## src/rtl/timer_pkg.sv

```systemverilog
// Shared definitions for the multichannel countdown timer.
//   ch_state_t : per-channel lifecycle (never loaded / counting / expired one-shot)
//   idx_w      : bit width needed to index n items, never less than 1
package timer_pkg;

  typedef enum logic [1:0] {
    ST_IDLE,
    ST_RUN,
    ST_DONE
  } ch_state_t;

  function automatic int unsigned idx_w(input int unsigned n);
    return (n > 1) ? $clog2(n) : 1;
  endfunction

endpackage

```

## src/rtl/countdown_channel.sv

```systemverilog
// One millisecond countdown channel.
// Ports:
//   clk, reset      system clock, synchronous active-high reset
//   tick            one-cycle ms strobe (already gated by global enable)
//   run             1: count on tick, 0: hold
//   auto_reload     1: reload from the reload register on expiry and keep running
//   load            load strobe for this channel (already decoded)
//   load_value      saturated start value in ms
//   value           ms remaining
//   end_reached     level, channel is in DONE
//   expired         one-cycle pulse on 1->0 or on reload
module countdown_channel
  import timer_pkg::*;
#(
  parameter int unsigned CNT_W = 12
) (
  input  logic             clk,
  input  logic             reset,
  input  logic             tick,
  input  logic             run,
  input  logic             auto_reload,
  input  logic             load,
  input  logic [CNT_W-1:0] load_value,
  output logic [CNT_W-1:0] value,
  output logic             end_reached,
  output logic             expired
);

  ch_state_t        state;
  logic [CNT_W-1:0] reload_val;

  always_ff @(posedge clk) begin
    if (reset) begin
      state       <= ST_IDLE;
      value       <= '0;
      reload_val  <= '0;
      end_reached <= 1'b0;
      expired     <= 1'b0;
    end else begin
      expired <= 1'b0;
      if (load) begin
        // A load wins over a decrement landing in the same cycle.
        value      <= load_value;
        reload_val <= load_value;
        if (load_value != '0) begin
          state       <= ST_RUN;
          end_reached <= 1'b0;
        end else begin
          state       <= ST_DONE;
          end_reached <= 1'b1;
        end
      end else begin
        case (state)
          ST_RUN: begin
            if (tick && run) begin
              if (value > CNT_W'(1)) begin
                value <= value - CNT_W'(1);
              end else begin
                expired <= 1'b1;
                if (auto_reload) begin
                  value <= reload_val;
                end else begin
                  value       <= '0;
                  state       <= ST_DONE;
                  end_reached <= 1'b1;
                end
              end
            end
          end
          ST_DONE: begin
            value       <= '0;
            end_reached <= 1'b1;
          end
          default: begin
            value       <= '0;
            end_reached <= 1'b0;
          end
        endcase
      end
    end
  end

endmodule

```

## src/rtl/multichannel_countdown_timer.sv

```systemverilog
// NUM_CH independent millisecond countdown channels sharing one ms prescaler.
// Ports:
//   clk, reset    system clock, synchronous active-high reset
//   enable        global run; low freezes prescaler and every channel
//   load          one-cycle load strobe for channel load_ch
//   load_ch       channel index; indices >= NUM_CH are ignored
//   load_value    start value in ms, saturated to MAX_MS
//   run           per-channel run/pause
//   auto_reload   per-channel reload-on-expiry select
//   timer_value   channel i at [i*CNT_W +: CNT_W], ms remaining
//   end_reached   per-channel DONE level
//   expired       per-channel one-cycle expiry pulse
//   ms_tick       one-cycle pulse per prescaler wrap
module multichannel_countdown_timer
  import timer_pkg::*;
#(
  parameter int unsigned NUM_CH      = 4,
  parameter int unsigned MAX_MS      = 3000,
  parameter int unsigned CLKS_PER_MS = 50000,
  parameter int unsigned CNT_W       = $clog2(MAX_MS + 1)
) (
  input  logic                      clk,
  input  logic                      reset,
  input  logic                      enable,
  input  logic                      load,
  input  logic [idx_w(NUM_CH)-1:0]  load_ch,
  input  logic [CNT_W-1:0]          load_value,
  input  logic [NUM_CH-1:0]         run,
  input  logic [NUM_CH-1:0]         auto_reload,
  output logic [NUM_CH*CNT_W-1:0]   timer_value,
  output logic [NUM_CH-1:0]         end_reached,
  output logic [NUM_CH-1:0]         expired,
  output logic                      ms_tick
);

  localparam int unsigned      PRE_W    = idx_w(CLKS_PER_MS);
  localparam logic [PRE_W-1:0] PRE_LAST = PRE_W'(CLKS_PER_MS - 1);
  localparam logic [CNT_W-1:0] MAX_V    = CNT_W'(MAX_MS);

  logic [PRE_W-1:0] pre;
  logic             tick;
  logic [CNT_W-1:0] load_sat;
  logic [31:0]      load_idx;

  always_ff @(posedge clk) begin
    if (reset) begin
      pre     <= '0;
      ms_tick <= 1'b0;
    end else if (enable) begin
      ms_tick <= (pre == PRE_LAST);
      pre     <= (pre == PRE_LAST) ? '0 : pre + PRE_W'(1);
    end else begin
      ms_tick <= 1'b0;
    end
  end

  // ms_tick is registered, so a tick raised just before enable drops must
  // not be consumed while the design is frozen.
  assign tick = ms_tick & enable;

  assign load_sat = (load_value > MAX_V) ? MAX_V : load_value;

  // Widened so the range check against NUM_CH stays meaningful when the
  // index width can express more than NUM_CH channels.
  assign load_idx = 32'(load_ch);

  for (genvar i = 0; i < NUM_CH; i++) begin : g_ch
    logic ch_load;
    assign ch_load = load && (load_idx == 32'(i));

    countdown_channel #(
      .CNT_W (CNT_W)
    ) u_ch (
      .clk         (clk),
      .reset       (reset),
      .tick        (tick),
      .run         (run[i]),
      .auto_reload (auto_reload[i]),
      .load        (ch_load),
      .load_value  (load_sat),
      .value       (timer_value[i*CNT_W +: CNT_W]),
      .end_reached (end_reached[i]),
      .expired     (expired[i])
    );
  end

endmodule

```

## config.mk

```make
export PLATFORM = sky130hd
export DESIGN_NAME = multichannel_countdown_timer
export DESIGN_NICKNAME = d
export VERILOG_FILES = /design/src/rtl/timer_pkg.sv /design/src/rtl/countdown_channel.sv /design/src/rtl/multichannel_countdown_timer.sv
export SDC_FILE = /design/constraint.sdc
export NUM_CORES = 1
export LEC_CHECK = 0
export CORE_ASPECT_RATIO = 1.1
export CORE_MARGIN = 4
export CORE_UTILIZATION = 51
export DETAILED_ROUTE_END_ITERATION = 10
export PLACE_DENSITY_LB_ADDON = 0.12
export SYNTH_ARGS = -nofsm -noshare
export SYNTH_HDL_FRONTEND = slang
export SYNTH_SLANG_ARGS = --single-unit
```

## constraint.sdc

```tcl
create_clock -name clk -period 2.2 [get_ports clk]
set_input_delay 0.44 -clock clk [delete_from_list [all_inputs] [get_ports clk]]
set_output_delay 0.44 -clock clk [all_outputs]
set_load 0.02 [all_outputs]
```

==> flow_metrics.py <==
metrics = {
    "pwr": {
        "leakage_nw": 3.48,
        "p_per_area_mw_per_mm2": 760,
        "peakVddDrop_mv": 0.510,
    },
    "logic_synthesis": {
        "yosys-top-cells-area": "dfxtp_1, nor2_1, a21oi_1",
        "syn_area_sq_mm": 0.00687,
        "netlist.area_leader.share_pct": 37.6,
        "synthFlopType": "dfxtp_1",
        "yosys.cell_count.top_type": "dfxtp_1",
        "synth_nets": 925,
        "syn_inst": 886,
        "synth.distinct_cells": 66,
        "yosys.area.top_type": "dfxtp_1",
        "syn_avg_cell_area_sq_um": 7.76,
        "synthTopCellsByCount": "dfxtp_1, nor2_1, nand2_1",
        "yosysSeqAreaShare_pct": 37.6,
        "ys_warn_count": 0,
        "synth_edf_count": 0,
        "synth-async-reset-ratio_pct": 0,
        "synth_seq_cells": 129,
    },
    "final_layout": {
        "seq_area_sq_mm": 0.00258,
        "nNetsFinal": 1065,
        "area_growth_pct": 32.5,
        "n_fill_cell": 1109,
        "drive_gt1_share_pct": 15.1,
        "multiInputGateArea_sq_mm": 0.00399,
    },
    "clocking": {
        "cts_max_level": 4,
        "clock-sinks": 129,
        "clk_root_buffer_cell": "clkbuf_16",
        "cts_tree": "done",
        "clock_path_buffers": 2,
        "clk_transition_reported_paths_ns": 0.06,
        "clkLatencyLatePin_ns": 0.42,
        "cts_inserted_buffers": 17,
    },
    "worst_setup_path": {
        "cpMaxStageDelayCell": "or4b_4",
        "crit_required_ns": 2.50,
        "cp-start-kind": "flip-flop",
        "crit_chain": "or4_4 -> or4b_4 -> clkbuf_2 -> a21oi_1 -> a211o_1 -> a311oi_2",
        "max_stage_delay_ns": 0.62,
        "crit_fanout": 6,
        "crit_type": "reg -> reg",
        "arrival_ns": 2.44,
        "worst-path-buf-inv": 1,
        "crit_path_end_kind": "flip-flop",
        "critPathTopFamily": "simple AND/OR/NAND/NOR gates",
    },
    "floorplan": {
        "start_util_pct": 52.0,
        "ioPinCount": 83,
        "die_area_sq_mm": 0.0154,
        "rows": 44,
        "die_w_um": 119,
        "core_sq_mm": 0.0132,
        "die_h_um": 130,
    },
    "route": {
        "firstDrtPassIters": 7,
        "drc_errors": 0,
        "num_vias": 7423,
        "ant_nets": 0,
        "wl_per_cell_um": 18.2,
        "drtIter0Drc": 841,
        "drt-total-wl_um": 21900,
        "vias_per_cell": 6.18,
    },
    "grt": {
        "antenna_found_initial": 0,
        "first_global_vias": 7185,
        "grt_usage_pct": 28.3,
        "grt_max_degree": 51,
        "grt_overflow": 0,
        "grt_pass1_wl_um": 35500,
    },
    "placement": {
        "numPortBuffers": 82,
        "globalplace.congestion": 0.934,
        "hpwl_um": 15500,
    },
    "sta": {
        "whs_ns": 0.431,
        "setup_viol": 0,
        "final.min_clock_period_ns": 2.14,
        "skew_ns": 0.00825,
        "finalMaxSlewViolations": 0,
        "fmax_ghz": 0.467,
        "period_share_pct": 97.4,
        "hold_viol": 0,
        "tightestPinTransition_ns": 0.805,
        "tns_ns": 0,
        "slew_headroom_pct": 45.8,
    },
    "run_status": {
        "status": "completed",
    },
    "worst_hold_path": {
        "worst_hold_path_type": "in -> reg",
    },
    "job": {
        "cap_violations": 0,
    },
}
[power breakdown]
part,internal [mW],leakage (nW),total [mW],switching (mW)
Clock,2.07,0.312,3.18,1.11
Sequential,2.42,1.05,2.49,0.0707
Combinational,0.535,2.12,1.25,0.716
Total,5.02,3.48,6.92,1.90
[layout by cell type (no fill, tap or decap), drive strengths merged, types with 23 or more instances in the layout]
master,n
dfxtp,129
nor2,115
nand2,109
buf,97
a21oi,85
clkdlybuf4s50,81
nand3,30
a31oi,25
nor3,25
o21ai,23
[metrics by stage]
step / std cells / utilization [%] / area (sq um) / power (mW) / worst slack [ns]
after floorplan: 886 / - / 6870 / 3.27 / 0.0105
after global placement: 1166 / 63.6 / 8410 / 3.71 / -0.0816
after detailed placement: 1166 / 63.6 / 8410 / 3.73 / -0.118
after CTS: 1198 / 68.6 / 9070 / 6.88 / 0.0178
after global routing: 1200 / 68.9 / 9100 / 7.17 / -0.00646
final: 1201 / 68.9 / 9110 / 6.92 / 0.0580
[sequential cells by signal (all words and copies together), names as in the netlist]
register / flops
g_ch.u_ch.end_reached: 4
g_ch.u_ch.expired: 4
g_ch.u_ch.reload_val: 48
g_ch.u_ch.state: 8
g_ch.u_ch.value: 48
ms_tick: 1
pre: 16
[repair_timing]
action,4_1_cts,5_1_grt
buffers inserted,0,2
endpoints found under the setup margin,0,6
resized for setup,0,6
hold buffers,0,0
[per-layer routing]
| layer | up-vias | routed length [um] | track usage [%] | share of wire (%) |
|---|---|---|---|---|
| met2 | 349 | 10900 | 49.5 | 50 |
| li1 | 3513 | - | - | - |
| met3 | 52 | 1530 | 5.85 | 7.0 |
| met1 | 3509 | 8840 | 34.3 | 40 |
| met4 | 0 | 612 | 11.7 | 2.8 |
| met5 | - | 0 | 0 | 0 |
[area by class of cell]
| type | instances | area share (%) |
|---|---|---|
| multi-input cells | 679 | 43.8 |
| flip-flops and latches | 129 | 28.4 |
| repair buffers | 179 | 17.5 |
| clock buffers | 19 | 4.97 |
| clock inverters | 13 | 2.28 |
| well taps | 161 | 2.21 |
| inverters | 20 | 0.824 |
| diodes | 1 | 0.0275 |
[path summary, 6_finish.rpt]
path / start / endpoint / slack (ns) / cells past startpoint
worst max-delay path: g_ch[1].u_ch.value[5] / g_ch[1].u_ch.value[6] / 0.06 / 6
worst min-delay path: reset / g_ch[1].u_ch.reload_val[8] / 0.43 / 2
worst min register to register: g_ch[2].u_ch.reload_val[1] / g_ch[2].u_ch.reload_val[1] / 0.45 / 2
worst max register to register: g_ch[1].u_ch.value[5] / g_ch[1].u_ch.value[6] / 0.06 / 6
[logic make-up after synthesis]
family,share of synthesized area [%]
AOI/OAI and AO/OA,22.4
adders and majority gates,2.37
xor gates and xnor gates,5.10
and+or+nand+nor,26.5
muxes,1.22
DFF,37.6
buffers and inverters,4.84
Power figures use the tool's default switching activity.
